--- config.mk ---
export PLATFORM = sky130hd
export DESIGN_NAME = if_fetch_unit
export DESIGN_NICKNAME = d
export VERILOG_FILES = /design/src/rtl/if_fetch_unit_pkg.sv /design/src/rtl/fetch_fifo.sv /design/src/rtl/if_fetch_unit.sv
export SDC_FILE = /design/constraint.sdc
export NUM_CORES = 1
export LEC_CHECK = 0
export ABC_AREA = 1
export BUFFER_PORTS_ARGS = -buffer_cell sky130_fd_sc_hd__clkbuf_2
export CAP_MARGIN = 20
export CORE_MARGIN = 2
export CORE_UTILIZATION = 25
export CTS_CLUSTER_DIAMETER = 80
export DETAILED_ROUTE_END_ITERATION = 10
export GPL_TIMING_DRIVEN = 0
export HOLD_SLACK_MARGIN = 0.02
export PLACE_DENSITY = 0.38
export SLEW_MARGIN = 40
export SYNTH_ARGS = -nofsm -noshare
export SYNTH_HDL_FRONTEND = slang
export SYNTH_SLANG_ARGS = --single-unit
export TNS_END_PERCENT = 100
--- constraint.sdc ---
create_clock -name clk -period 13.2 [get_ports clk]
set_clock_uncertainty 0.1 [all_clocks]
set_input_delay 1.32 -clock clk [delete_from_list [all_inputs] [get_ports clk]]
set_output_delay 1.32 -clock clk [all_outputs]
set_load 0.02 [all_outputs]
--- src/rtl/if_fetch_unit_pkg.sv ---
// Shared types and constants for the instruction-fetch front end.
package if_fetch_unit_pkg;

    localparam logic [31:0] RESET_PC_DEF   = 32'hbfc00000;
    localparam logic [1:0]  INST_SIZE_WORD = 2'b10;
    localparam logic [4:0]  EXC_ADEL       = 5'h04;

    typedef struct packed {
        logic [31:0] pc;
        logic [31:0] inst;
        logic        adel;
    } fetch_pkt_t;

    localparam int PKT_W = $bits(fetch_pkt_t);

endpackage

--- src/rtl/fetch_fifo.sv ---
// Small synchronous FIFO with occupancy count and flush.
// Flush has priority over push and pop in the same cycle.
module fetch_fifo #(
    parameter int W = 32,
    parameter int D = 2,
    localparam int AW = (D > 1) ? $clog2(D) : 1,
    localparam int CW = $clog2(D + 1)
) (
    input  logic          clk,
    input  logic          rst,
    input  logic          flush,
    input  logic          push,
    input  logic [W-1:0]  din,
    input  logic          pop,
    output logic [W-1:0]  dout,
    output logic [CW-1:0] count
);

    logic [W-1:0]  mem [D];
    logic [AW-1:0] rd_ptr;
    logic [AW-1:0] wr_ptr;
    logic          do_push;
    logic          do_pop;

    function automatic logic [AW-1:0] inc(input logic [AW-1:0] p);
        return (p == AW'(D - 1)) ? '0 : p + AW'(1);
    endfunction

    assign do_pop  = pop && (count != '0);
    assign do_push = push && ((count != CW'(D)) || do_pop);
    assign dout    = mem[rd_ptr];

    always_ff @(posedge clk) begin
        if (rst || flush) begin
            rd_ptr <= '0;
            wr_ptr <= '0;
            count  <= '0;
        end else begin
            if (do_push) wr_ptr <= inc(wr_ptr);
            if (do_pop)  rd_ptr <= inc(rd_ptr);
            count <= count + CW'(do_push) - CW'(do_pop);
        end
    end

    always_ff @(posedge clk) begin
        if (do_push && !flush) mem[wr_ptr] <= din;
    end

endmodule

--- src/rtl/if_fetch_unit.sv ---
// Instruction-fetch front end: SRAM-like request port, in-order buffer, redirects.
// Define IF_FETCH_PERF_CNT_EN to add fetched/discarded performance counters.
module if_fetch_unit
    import if_fetch_unit_pkg::*;
#(
    parameter logic [31:0] RESET_PC  = RESET_PC_DEF,
    parameter int          MAX_OUTST = 2,
    parameter int          BUF_DEPTH = 2
) (
    input  logic        clk,
    input  logic        rst,
    input  logic        redirect_valid,
    input  logic [31:0] redirect_pc,
    output logic        inst_req,
    output logic        inst_wr,
    output logic [1:0]  inst_size,
    output logic [31:0] inst_addr,
    output logic [31:0] inst_wdata,
    input  logic        inst_addr_ok,
    input  logic        inst_data_ok,
    input  logic [31:0] inst_rdata,
    output logic        out_valid,
    input  logic        out_ready,
    output logic [31:0] out_pc,
    output logic [31:0] out_inst,
    output logic        out_adel
`ifdef IF_FETCH_PERF_CNT_EN
    ,
    output logic [31:0] perf_fetched,
    output logic [31:0] perf_discarded
`endif
);

    localparam int          OW  = $clog2(MAX_OUTST + 1);
    localparam int          BW  = $clog2(BUF_DEPTH + 1);
    localparam logic [31:0] BD  = BUF_DEPTH;
    localparam logic [31:0] MO  = MAX_OUTST;

    logic [31:0]   pc, pc_n;
    logic [31:0]   pend_pc, pend_pc_n;
    logic          stale, stale_n;
    logic          held;
    logic          adel_done, adel_done_n;
    logic [OW-1:0] outst, outst_n;
    logic [OW-1:0] discard, discard_n;
    logic [BW-1:0] buf_count;
    logic [31:0]   tag;
    fetch_pkt_t    buf_din;
    fetch_pkt_t    buf_head;

    logic accept, resp, drop, resp_push, adel_push;
    logic buf_push, buf_pop, misal, credit;

    assign misal  = pc[1:0] != 2'b00;
    assign credit = (32'(outst) + 32'(buf_count) < BD)
                 && (32'(outst) < MO) && !misal && !stale;

    // A raised request is held until accepted, even across redirects.
    assign inst_req   = !rst && (held || credit);
    assign inst_addr  = pc;
    assign inst_wr    = 1'b0;
    assign inst_size  = INST_SIZE_WORD;
    assign inst_wdata = 32'h0;

    assign accept    = inst_req && inst_addr_ok;
    assign resp      = inst_data_ok && (outst != '0);
    assign drop      = resp && (discard != '0);
    assign resp_push = resp && !drop;
    assign adel_push = misal && !adel_done && !resp_push
                    && (32'(buf_count) < BD);
    assign buf_push  = resp_push || adel_push;
    assign buf_pop   = out_valid && out_ready;
    assign outst_n   = outst + OW'(accept) - OW'(resp);

    assign out_valid = buf_count != '0;
    assign out_pc    = out_valid ? buf_head.pc   : 32'h0;
    assign out_inst  = out_valid ? buf_head.inst : 32'h0;
    assign out_adel  = out_valid && buf_head.adel;

    always_comb begin
        buf_din = '{pc: pc, inst: 32'h0, adel: 1'b1};
        if (resp_push) buf_din = '{pc: tag, inst: inst_rdata, adel: 1'b0};
    end

    always_comb begin
        pc_n        = pc;
        pend_pc_n   = pend_pc;
        stale_n     = stale;
        adel_done_n = adel_done || adel_push;
        discard_n   = discard - OW'(drop) + OW'(accept && stale);
        if (accept) begin
            pc_n    = stale ? pend_pc : pc + 32'd4;
            stale_n = 1'b0;
        end
        // Everything still in flight after this edge belongs to the old path.
        if (redirect_valid) begin
            discard_n   = outst_n;
            adel_done_n = 1'b0;
            pend_pc_n   = redirect_pc;
            if (inst_req && !inst_addr_ok) begin
                stale_n = 1'b1;
            end else begin
                pc_n    = redirect_pc;
                stale_n = 1'b0;
            end
        end
    end

    always_ff @(posedge clk) begin
        if (rst) begin
            pc        <= RESET_PC;
            pend_pc   <= RESET_PC;
            stale     <= 1'b0;
            held      <= 1'b0;
            adel_done <= 1'b0;
            discard   <= '0;
        end else begin
            pc        <= pc_n;
            pend_pc   <= pend_pc_n;
            stale     <= stale_n;
            held      <= inst_req && !inst_addr_ok;
            adel_done <= adel_done_n;
            discard   <= discard_n;
        end
    end

    fetch_fifo #(.W(32), .D(MAX_OUTST)) u_tag_fifo (
        .clk   (clk),
        .rst   (rst),
        .flush (1'b0),
        .push  (accept),
        .din   (pc),
        .pop   (resp),
        .dout  (tag),
        .count (outst)
    );

    fetch_fifo #(.W(PKT_W), .D(BUF_DEPTH)) u_out_buf (
        .clk   (clk),
        .rst   (rst),
        .flush (redirect_valid),
        .push  (buf_push),
        .din   (buf_din),
        .pop   (buf_pop),
        .dout  (buf_head),
        .count (buf_count)
    );

`ifdef IF_FETCH_PERF_CNT_EN
    always_ff @(posedge clk) begin
        if (rst) begin
            perf_fetched   <= 32'h0;
            perf_discarded <= 32'h0;
        end else begin
            if (buf_pop && !redirect_valid)
                perf_fetched <= perf_fetched + 32'd1;
            if (drop || (resp_push && redirect_valid))
                perf_discarded <= perf_discarded + 32'd1;
        end
    end
`endif

endmodule

# Yosys cells after proc, flatten, opt, wreduce, memory -nomap -nowiden
# Memories as Yosys holds them, arrays and structs flattened. A register that Yosys moved wholly into a read port is not among the register bits.
# Index checks and enable logic that the tools add are counted.
[word_totals] mem_count=2 register_bits=77 output_inout_bits=134 input_bits=70 ram_bits=194 word_cells=96
[op_classes] muxes=23 eq_ne=2 reduce_logical=40 addsub=14 order_cmp=3
[mem_list] name="u_out_buf.mem" words=2 width=65 rd=1 rd_ports_with_merged_regs=1 wr=1 line="fetch_fifo.sv:19" rtl="logic [W-1:0] mem [D];"
[mem_list] name="u_tag_fifo.mem" words=2 width=32 rd=1 rd_ports_with_merged_regs=1 wr=1 line="fetch_fifo.sv:19"
[ops] cell="$mux 32" count=6
[ops] cell="$mux 65" count=1
[ops] cell="$add 32x3->32 const B" count=1
[ops] cell="$logic_and 1x1->1" count=20
[ops] cell="$mux 1" count=15
[ops] cell="$reduce_bool 2->1" count=5
[ops] cell="$add 2x1->2" count=4
[ops] cell="$logic_not 1->1" count=8
[ops] cell="$sub 2x1->2" count=4
[ops] cell="$logic_or 1x1->1" count=6
[ops] cell="$add 1x1->1 const B" count=4
[ops] cell="$lt 2x2->1 const B" count=2
[ops] cell="$ne 2x2->1 const B" count=2
[ops] cell="$add 2x2->3" count=1
[ops] cell="$lt 3x2->1 const B" count=1
[ops] cell="$mux 2" count=1
[ops] cell="$reduce_or 2->1" count=1

# Depth between registers and ports, before layout
# Gate-level depths: netlist of the first run.
[logic_depth] ltp_word=13 mapped_depth=13 mapped_depth_nobuf=13

# By module
# Synthesis of the first run repeated with hierarchy kept, for this count alone.
[hier_totals] hier_cells=1366 hier_area_um2=13421.6
[modules_own_cells] mod="if_fetch_unit" n_inst=1 cells_each=998 area_per_inst_um2=5586.6 seq_area_each_um2=1381.3
[modules_own_cells] mod="fetch_fifo (u_out_buf)" n_inst=1 cells_each=235 area_per_inst_um2=5132.4 seq_area_each_um2=4003.8
[modules_own_cells] mod="fetch_fifo (u_tag_fifo)" n_inst=1 cells_each=133 area_per_inst_um2=2702.6 seq_area_each_um2=2021.9

# Worst setup path before layout of the first run
# No wires, ideal clock.
[synth_timing] path_kind="input -> register" start="input inst_data_ok" end="memory u_out_buf.mem[0][0] (netlist bit), enable pin" n_path_buf=1 required_ns=12.612 cell_stages=9 arrival_ns=4.833 setup_ns=0.488 slack_ns=7.779 path_cell_list="o21ai_0 > inv_1 > nand2_1 > buf_2 > o31ai_1 > o31ai_1 > inv_1 > nand2_1 > nor2_1"
[synth_via] elab_chain_len=12
[synth_rtl] item="from (decl)" line="if_fetch_unit.sv:20" rtl="input logic inst_data_ok,"
[synth_rtl] item="$logic_and 1x1->1 (*)" line="if_fetch_unit.sv:66" rtl="assign resp = inst_data_ok && (outst != '0);"
[synth_rtl] item="$logic_and 1x1->1" line="if_fetch_unit.sv:67" rtl="assign drop = resp && (discard != '0);"
[synth_rtl] item="$logic_not 1->1" line="if_fetch_unit.sv:68" rtl="assign resp_push = resp && !drop;"
[synth_rtl] item="$logic_and 1x1->1 (*)" line="if_fetch_unit.sv:68"
[synth_rtl] item="$logic_not 1->1" line="if_fetch_unit.sv:69" rtl="assign adel_push = misal && !adel_done && !resp_push"
[synth_rtl] item="$logic_and 1x1->1" line="if_fetch_unit.sv:69"
[synth_rtl] item="$logic_and 1x1->1" line="if_fetch_unit.sv:70" rtl="&& (32'(buf_count) < BD);"
[synth_rtl] item="$logic_or 1x1->1 (*)" line="if_fetch_unit.sv:71" rtl="assign buf_push = resp_push || adel_push;"
[synth_rtl] item="$logic_and 1x1->1 (*)" line="fetch_fifo.sv:30" rtl="assign do_push = push && ((count != CW'(D)) || do_pop);"
[synth_rtl] item="named net u_out_buf.do_push" line="fetch_fifo.sv:22" rtl="logic do_push;"
[synth_rtl] item="$logic_and 1x1->1 (*)" line="fetch_fifo.sv:46" rtl="if (do_push && !flush) mem[wr_ptr] <= din;"
[synth_rtl] item="$mux 1 (*)" line="fetch_fifo.sv:46"
[synth_rtl] item="$mux 1 (implied by the code) (*)" line="fetch_fifo.sv:46"
[synth_rtl] item="to (decl)" line="fetch_fifo.sv:19"
# The timed path passes the listed nets; every way through them passes the cells marked *.

# Worst setup path after layout of the first run
[layout_timing] start="input rst" end="output inst_req"
[layout_via] elab_chain_len=2
[layout_rtl] item="from (decl)" line="if_fetch_unit.sv:11" rtl="input logic rst,"
[layout_rtl] item="$logic_not 1->1" line="if_fetch_unit.sv:59" rtl="assign inst_req = !rst && (held || credit);"
[layout_rtl] item="$logic_and 1x1->1" line="if_fetch_unit.sv:59"
[layout_rtl] item="to (decl)" line="if_fetch_unit.sv:14" rtl="output logic inst_req,"
# No other way between the ends.

==> results.md, run 1 <==
- Status: finished clean
- Area leader, netlist: edfxtp_1
- Core Footprint: 0.0499 mm²
- Setup Viol. Count Final: 0
- Gr busiest metal: met2
- Iter 0 DRT Violations: 716
- GPL Wtd Cong: 0.844
- Int Pwr: 1790 µW
- CP arrival: 2690 ps
- First-pass GRT wire length: 60700 µm
- HP Class: flip-flop to flip-flop
- IO Port Bufs: 167
- Met2 GRT Util: 25.4%
- Top cells by area, synth: edfxtp_1 (46%), dfxtp_1 (13%), nand2_1 (11%), inv_1 (4.7%), a21oi_1 (4.5%)
- Layout Cells excl Fill: 2337
- Post-layout util: 31.5%
- Worst hold path depth: 1
- Post-synthesis cell area: 0.0125 mm²
- DR WL/cell: 17.3 µm
- Fillers: 5350
- Leakage: 0.00667 µW
- Clk root buf: clkbuf_16
- Clock power frac: 33.1%
- Num CTS Buffers: 35
- Sequential Power Share: 42.5%
- CP Launch Type: input pin
- Peak supply drop: 0.0816 mV
- FF-to-FF setup slack: 10030 ps
- Most common cell after layout, fill and taps aside: nand2_1
- CP Class: input pin to output pin
- Commonest cells after routing, fill and taps aside: nand2_1 (362), edfxtp_1 (194), clkbuf_2 (167), inv_1 (157), nor2_1 (141)
- Hold_buf cts: 0
- Register area share after synthesis: 59.0%
- Vias/cell: 4.20
- Vias in the first global route: 9709
- Reg2Reg Launch Point: u_tag_fifo.count[1]
- Initial antenna violation count: 0
- Hold path endpoint: u_tag_fifo.rd_ptr
- Diode count: 0
- Synth Instances: 1394
- Setup TNS: 0 ps
- CP required: 11780 ps
- Post-DP HPWL: 30200 µm
- Logic pwr share: 24.4%
- Final min period: 4110 ps
- ANT nets after route: 0
- Clk_lat worst skew: 540 ps
- Sw Ratio: 33.7%
- Chip Height: 228 µm
- TritonCTS clock tree: built
- Num rows: 82
- Total GRT Usage: 15.5%
- Die width: 228 µm
- Worst-margin pin slew: 737 ps
- Max-cap violations: 0
- Reg-to-reg endpoint: u_out_buf.mem[1][3]
- Rel. slew slack: 50.9%
- Post-synth top area share: 46.4%
- Global route total overflow: 0
- Layout net count: 1722
- Initial core utilization: 25.2%
- Initial DRT Pass Iterations: 5
- Crit-path max FO: 10
- Drt drc: 0
- Post-synth cell types: 36
- Worst-case reg-to-reg path depth: 12
- Fmax: 244 MHz
- Slew Limit Fails: 0
- Yosys warnings: 0
- Sw power: 906 µW
- Routed WL: 40500 µm
- M3 GR Usage: 2.78%
- Largest net degree at the start of global routing: 18
- P per Cell Area: 171 mW/mm²
- Postcts setup bufs: 0
- Clk buf depth: 3
- Num ports: 204
- H-tree lvl count: 2
- Post-CTS Resized: 0
- RSZ-0062 raised after global routing: false
- Period utilisation layout: 31.1%
- CP Capture Type: output pin
- Hold Fails Final Rpt: 0
- Clock sinks: 273
- Synthesized flop and latch total: 273
- Area added between synthesis and finish: 25.3%
- Layout cell share with drive strength beyond 1: 18.6%
- DR vias: 9806
- Clock-pin slew on the worst setup and hold paths: 50 ps
- Mean Syn Cell Area: 9.00 µm²
- GR Util met1: 20.9%
- Die area: 0.0520 mm²
- HP Start: u_tag_fifo.rd_ptr
- Placed cells: 2278
-- logic make-up (layout without fill, tap and decap cells) --
family | count (synthesis) | in the layout | synth area share [%]
adders and majority gates | 9 | 9 | 0.957
and+or+nand+nor | 596 | 596 | 19.5
DFF | 273 | 273 | 59.0
AOI/OAI and AO/OA | 242 | 242 | 10.6
xor gates and xnor gates | 11 | 11 | 0.768
buffers and inverters | 261 | 499 | 9.11
other | 2 | 35 | 0.0599
-- cell usage after synthesis (all sizes together) --
cell type  instances
clkbuf            38
clkinv             1
dfxtp             79
nor3b              2
a21oi            113
or2                9
a31oi              1
nand3             56
xnor2              4
nand4              7
nor3               4
xor2               7
conb               2
o211ai            37
fa                 1
ha                 8
a22oi              3
a21boi             2
inv              160
nand2            367
buf               62
nor2             151
o31ai              3
o21ai             83
edfxtp           194
-- power by group through the flow --
stage | combinational, µW | sequential (µW) | clock (µW)
after global placement | 637 | 1170 | 0
final | 657 | 1140 | 890
after floorplan | 378 | 1150 | 0
after global routing | 734 | 1160 | 957
after detailed placement | 668 | 1160 | 0
after CTS | 671 | 1150 | 925
-- worst max-delay path by stage --
| stage | startpoint | to | slack, ps |
|---|---|---|---|
| final | rst | inst_req | 9090 |
| after global placement | inst_data_ok | u_out_buf.mem[1][9] | 5140 |
| after floorplan | inst_data_ok | u_out_buf.mem[0][0] | 7780 |
| after CTS | u_out_buf.count[1] | out_pc[25] | 8970 |
| after global routing | rst | inst_req | 8900 |
| after detailed placement | inst_data_ok | u_out_buf.mem[1][9] | 9030 |
-- flip-flops by register name (all words and copies together), names as in the netlist, named ones only --
signal,cells
u_tag_fifo.wr_ptr,1
u_tag_fifo.rd_ptr,1
stale,1
u_out_buf.count,2
discard,2
u_out_buf.rd_ptr,1
u_out_buf.mem,130
inst_addr,32
u_out_buf.wr_ptr,1
u_tag_fifo.count,2
held,1
adel_done,1
u_tag_fifo.mem,64
pend_pc,32
-- critical path: stages --
cell and delay [ps]:
clkbuf_2 110, inv_2 160, clkbuf_1 350, clkbuf_1 380
nand2_1 120, inv_1 80, clkbuf_2 160
-- cell type report --
class,count,area [µm²],share of cell area (%)
clock buffers,48,977,6.22
repair buffers,179,1120,7.10
flip-flops and latches,273,7410,47.1
inverters,161,604,3.85
clock inverters,11,76.3,0.486
multi-input cells,893,4160,26.4
plain buffers,100,539,3.43
well taps,672,841,5.35
-- metrics by stage --
step                      total power [µW]  hold WS, ps  worst slack (ps)  cell area [µm²]
final                                 2690          355              9090            15700
after detailed placement              1830          346              9030            14700
after floorplan                       1530          326              7780            12700
after global routing                  2850          376              8900            15700
after CTS                             2740          357              8970            15700
after global placement                1810          338              5140            14300
-- routing by layer --
layer  wire length (µm)  vias up
li1                   -     5018
met5                  0        -
met1              18900     4489
met2              19000      233
met4                975        0
met3               1650       66
No activity file was read; power rests on OpenSTA's default activity.
==> run 2: changes to the inputs <==
- PLACE_DENSITY: 0.38 -> 0.39
- clock period: 13.2 -> 3.7 ns (I/O delays scaled with it)
==> run 2 against run 1 <==
Global-route usage about the same; non-clock buffer count increased by 25; sequential cell count unchanged; routed wire length down 0.34%; largest cell class unchanged; combinational power increased to 3.6 times the previous value; design area increased by 1.9%; largest power group unchanged.
==> results.md, run 2 (synthesis gave the netlist of run 1 again) <==
- Worst-margin pin slew: 715 ps
- Sequential Power Share: 41.9%
- Num ports: 204
- Highest metal used: met4
- Routed wl met2: 18700 µm
- Clk buf depth: 3
- HP Start: redirect_pc[13]
- Sw power: 3270 µW
- Diode count: 0
- Post-DP HPWL: 30000 µm
- Fmax: 319 MHz
- Num CTS Buffers: 35
- Routed metal-1 wire length: 19000 µm
- Die width: 228 µm
- First-pass GRT wire length: 60900 µm
- Hold Fails Final Rpt: 0
- Vias/cell: 4.26
- Clock sinks: 273
- GPL Wtd Cong: 0.851
- RSZ-0062 raised after global routing: false
- Initial core utilization: 25.2%
- Layout cell share with drive strength beyond 1: 18.3%
- Setup TNS: 0 ps
- Logic pwr share: 24.2%
- Final min period: 3130 ps
- Register Area: 0.00741 mm²
- Int Pwr: 6480 µW
- CP required: 3230 ps
- Commonest cells after routing, fill and taps aside: nand2_1 (362), edfxtp_1 (194), clkbuf_2 (167), inv_1 (157), nor2_1 (141)
- Multi-input logic area: 0.00416 mm²
- DR WL/cell: 17.1 µm
- Period utilisation layout: 84.6%
- Setup Viol. Count Final: 0
- CP Capture Type: output pin
- TritonCTS clock tree: built
- Leakage: 0.00681 µW
- CP arrival: 2660 ps
- Post-layout util: 32.1%
- Total GRT Usage: 15.4%
- P per Cell Area: 609 mW/mm²
- Routed wl met3: 1550 µm
- Drt drc: 0
- CP Launch Type: flip-flop
- Clk_lat worst skew: 530 ps
- Chip Height: 228 µm
- Max-cap violations: 0
- Initial DRT Pass Iterations: 7
- Global route total overflow: 0
- Postcts setup bufs: 0
- Largest register FFs: 130
- Vias in the first global route: 9905
- Largest net degree at the start of global routing: 18
- Layout net count: 1747
- ANT nets after route: 0
- Clk root buf: clkbuf_16
- Rel. slew slack: 52.3%
- Largest register by flop count: u_out_buf.mem
- Largest registers: u_out_buf.mem (130), u_tag_fifo.mem (64)
- Reg2Reg Launch Point: u_tag_fifo.count[1]
- Slew Limit Fails: 0
- CP Class: flip-flop to output pin
- Num rows: 82
- Worst setup path start: u_out_buf.count[1]
- DR vias: 10100
- Status: finished clean
- Routed WL: 40400 µm
- Core Footprint: 0.0499 mm²
- Die area: 0.0520 mm²
- Most common cell after layout, fill and taps aside: nand2_1
- IO Port Bufs: 167
- Initial antenna violation count: 0
- Peak supply drop: 0.269 mV
- Fillers: 5301
- Crit-path max FO: 10
- Sw Ratio: 33.6%
- Iter 0 DRT Violations: 658
- Area added between synthesis and finish: 27.7%
- H-tree lvl count: 2
- Clock-pin slew on the worst setup and hold paths: 50 ps
- HP Class: input pin to flip-flop
- Clock power frac: 34.0%
## run 2: changes by cell type in the layout (fill, tap and decap cells not counted), sizes merged
cell         delta
dlygate4sd3    +25
bufinv          +1
inv             +1
clkbuf          -1
clkinv          +4
clkinvlp        -1
## run 2: stage by stage
stage               instances  hold WS, ps  instance area, µm²  total power, µW  worst slack, ps
floorplan                1427          326               12700             5460             -822
global placement         2266          339               14300             6440            -3440
detailed placement       2278          342               14700             6520              602
CTS                      2366         29.0               16000             9900              306
global route             2366         48.5               16000            10300              275
finish                   2366         60.3               16000             9750              570
## run 2: what timing repair did
| action | CTS | global route |
|---|---|---|
| resized for setup | 0 | 0 |
| endpoints found under the hold margin | 32 | 0 |
| hold buffers | 25 | 0 |
## run 2: area by class of cell
type	count	share of cell area, %
plain buffers	100	3.37
clock buffers	47	6.14
clock inverters	16	0.758
inverters	161	3.77
multi-input cells	893	25.9
flip-flops and latches	273	46.2
well taps	672	5.25
repair buffers	204	8.53
## run 2: power by group through the flow
stage,Clock [µW],Combinational [µW],Sequential [µW]
6_report,3310,2360,4080
5_1_grt,3540,2630,4130
4_1_cts,3410,2410,4080
3_5_place_dp,0,2380,4150
3_3_place_gp,0,2270,4170
2_1_floorplan,0,1350,4110
## run 2: worst max-delay path, cell delays in order, from the launching register on
cell      delay (ps)
dfxtp_1          390
nor2_1           310
clkbuf_1         590
clkbuf_1         510
a21oi_1          130
clkbuf_2         190
## run 2: per-layer routing
metal,global-route usage [%],up-vias
met3,2.68,70
met4,4.74,0
met2,25.5,239
li1,-,5065
met5,0,-
met1,20.7,4706
## run 2: path summary, 6_finish.rpt
| check | slack, ps | depth (start not counted) | end |
|---|---|---|---|
| worst max register to register | 700 | 12 | u_out_buf.mem[0][18] |
| worst min register to register | 350 | 2 | pend_pc[24] |
| worst max-delay path | 570 | 5 | out_inst[2] |
| worst min-delay path | 60 | 3 | inst_addr[13] |
==> run 3: changes to the inputs <==
- clock period: 3.7 -> 2.8 ns (I/O delays scaled with it)
==> run 3 against run 2 <==
Final cell count rose by 2.1%; register-to-register slack got worse by 560 ps; power rose by 30%; combinational power rose by 36%; largest power group unchanged; highest routed layer unchanged.
==> results.md, run 3 (synthesis gave the netlist of run 1 again) <==
- Largest register by flop count: u_out_buf.mem
- CP Capture Type: output pin
- Routed WL: 40900 µm
- CP max stage cell: fa_1
- Vias/cell: 4.22
- CP arrival: 2310 ps
- Num ports: 204
- Placed cells: 2278
- Core Footprint: 0.0499 mm²
- Layout cell share with drive strength beyond 1: 19.3%
- Total GRT Usage: 15.5%
- Largest net degree at the start of global routing: 18
- Drt drc: 0
- ANT nets after route: 0
- Die width: 228 µm
- TritonCTS clock tree: built
- Num CTS Buffers: 35
- Post-layout util: 33.0%
- Clk buf depth: 3
- DR vias: 10200
- Peak supply drop: 0.346 mV
- Total power: 12700 µW
- Initial antenna violation count: 0
- Period utilisation layout: 96.1%
- Clk root buf: clkbuf_16
- H-tree lvl count: 2
- CP peak stage delay: 430 ps
- CP Launch Type: flip-flop
- GPL Wtd Cong: 0.839
- DR WL/cell: 16.9 µm
- Rel. slew slack: 51.8%
- Status: finished clean
- Initial core utilization: 25.2%
- Slew Limit Fails: 0
- Sw Ratio: 33.8%
- Sequential Power Share: 42.4%
- Cell Chain, Critical Path: nand2_1 -> inv_1 -> fa_1 -> nor2_1 -> nand4_1 -> nand2_2 -> buf_6 -> nand2_1 -> inv_1 -> buf_4
- RSZ-0062 raised after global routing: false
- Clock-pin slew on the worst setup and hold paths: 60 ps
- Vias in the first global route: 10100
- Diode count: 0
- Commonest cells after routing, fill and taps aside: nand2_1 (362), edfxtp_1 (194), clkbuf_2 (178), inv_1 (157), nor2_1 (141)
- Largest register FFs: 130
- IO Port Bufs: 167
- Area added between synthesis and finish: 31.2%
- CP Class: flip-flop to output pin
- Largest registers: u_out_buf.mem (130), u_tag_fifo.mem (64)
- Worst setup path start: u_out_buf.count[0]
- Leakage: 0.00704 µW
- Global route total overflow: 0
- Die area: 0.0520 mm²
- HP Start: redirect_valid
- Setup TNS: 0 ps
- First-pass GRT wire length: 61500 µm
- Fillers: 5275
- Num rows: 82
- Clock sinks: 273
- Int Pwr: 8420 µW
- Worst-margin pin slew: 722 ps
- Setup Viol. Count Final: 0
- Max-cap violations: 0
- Initial DRT Pass Iterations: 5
- Post-DP HPWL: 29700 µm
- Register Area: 0.00741 mm²
- Multi-input logic area: 0.00416 mm²
- Layout net count: 1798
- Iter 0 DRT Violations: 635
- Sw power: 4300 µW
- Fmax: 372 MHz
- CP required: 2420 ps
- P per Cell Area: 772 mW/mm²
- Crit-path max FO: 4
- Chip Height: 228 µm
- Final min period: 2690 ps
- Logic pwr share: 25.3%
- Clock power frac: 32.3%
- Hold Fails Final Rpt: 0
- Layout Cells excl Fill: 2415
- Most common cell after layout, fill and taps aside: nand2_1
- Clk_lat worst skew: 540 ps
- HP Class: input pin to flip-flop
- Reg2Reg Launch Point: u_out_buf.count[0]
run 3: per-layer routing:
layer / up-vias / GRT usage [%] / part of all wire (%)
li1: 5171 / - / -
met1: 4741 / 20.5 / 46
met2: 230 / 26.2 / 47
met3: 57 / 2.64 / 3.9
met4: 0 / 4.39 / 2.4
met5: - / 0 / 0
run 3: stage by stage:
step / setup WS (ps) / hold WS, ps / cell area [µm²]
2_1_floorplan: -643 / 276 / 12700
3_3_place_gp: -2350 / 338 / 14400
3_5_place_dp: -206 / 346 / 14700
4_1_cts: -23.7 / 30.2 / 16400
5_1_grt: 3.44 / 58.8 / 16500
6_report: 110 / 77.8 / 16500
run 3: area by class of cell:
cell class	count	share of cell area (%)
Sequential cell	273	45.0
Inverter	161	3.69
Tap cell	672	5.11
Multi-Input combinational cell	893	25.2
Clock buffer	51	5.93
Buffer	99	3.34
Timing Repair Buffer	256	11.4
Clock inverter	10	0.312
run 3: worst max-delay path: cells and delay by family, from the launching register on:
family | cells | cell delay [ps]
and+or+nand+nor | 5 | 590
adders and majority gates | 1 | 430
buffers and inverters | 4 | 390
DFF | 1 | 360
run 3: timing repair:
item | CTS | global route
buffers inserted | 11 | 2
endpoints found under the hold margin | 111 | 0
pin swaps | 4 | 4
setup endpoints to repair | 119 | 111
resized for setup | 9 | 13
hold buffers | 64 | 0
run 3: power groups by stage:
stage          registers, µW  clock network, µW  logic [µW]
2_1_floorplan           5430                  0        1790
3_3_place_gp            5490                  0        3010
3_5_place_dp            5470                  0        3140
4_1_cts                 5390               4250        3270
5_1_grt                 5450               4410        3600
6_report                5390               4110        3220
run 3: path summary, 6_finish.rpt:
check	depth (start not counted)	endpoint	slack, ps
min reg2reg	2	pend_pc[24]	350
max reg2reg	12	u_tag_fifo.mem[1][27]	140
min	3	pend_pc[25]	80
max	10	inst_req	110
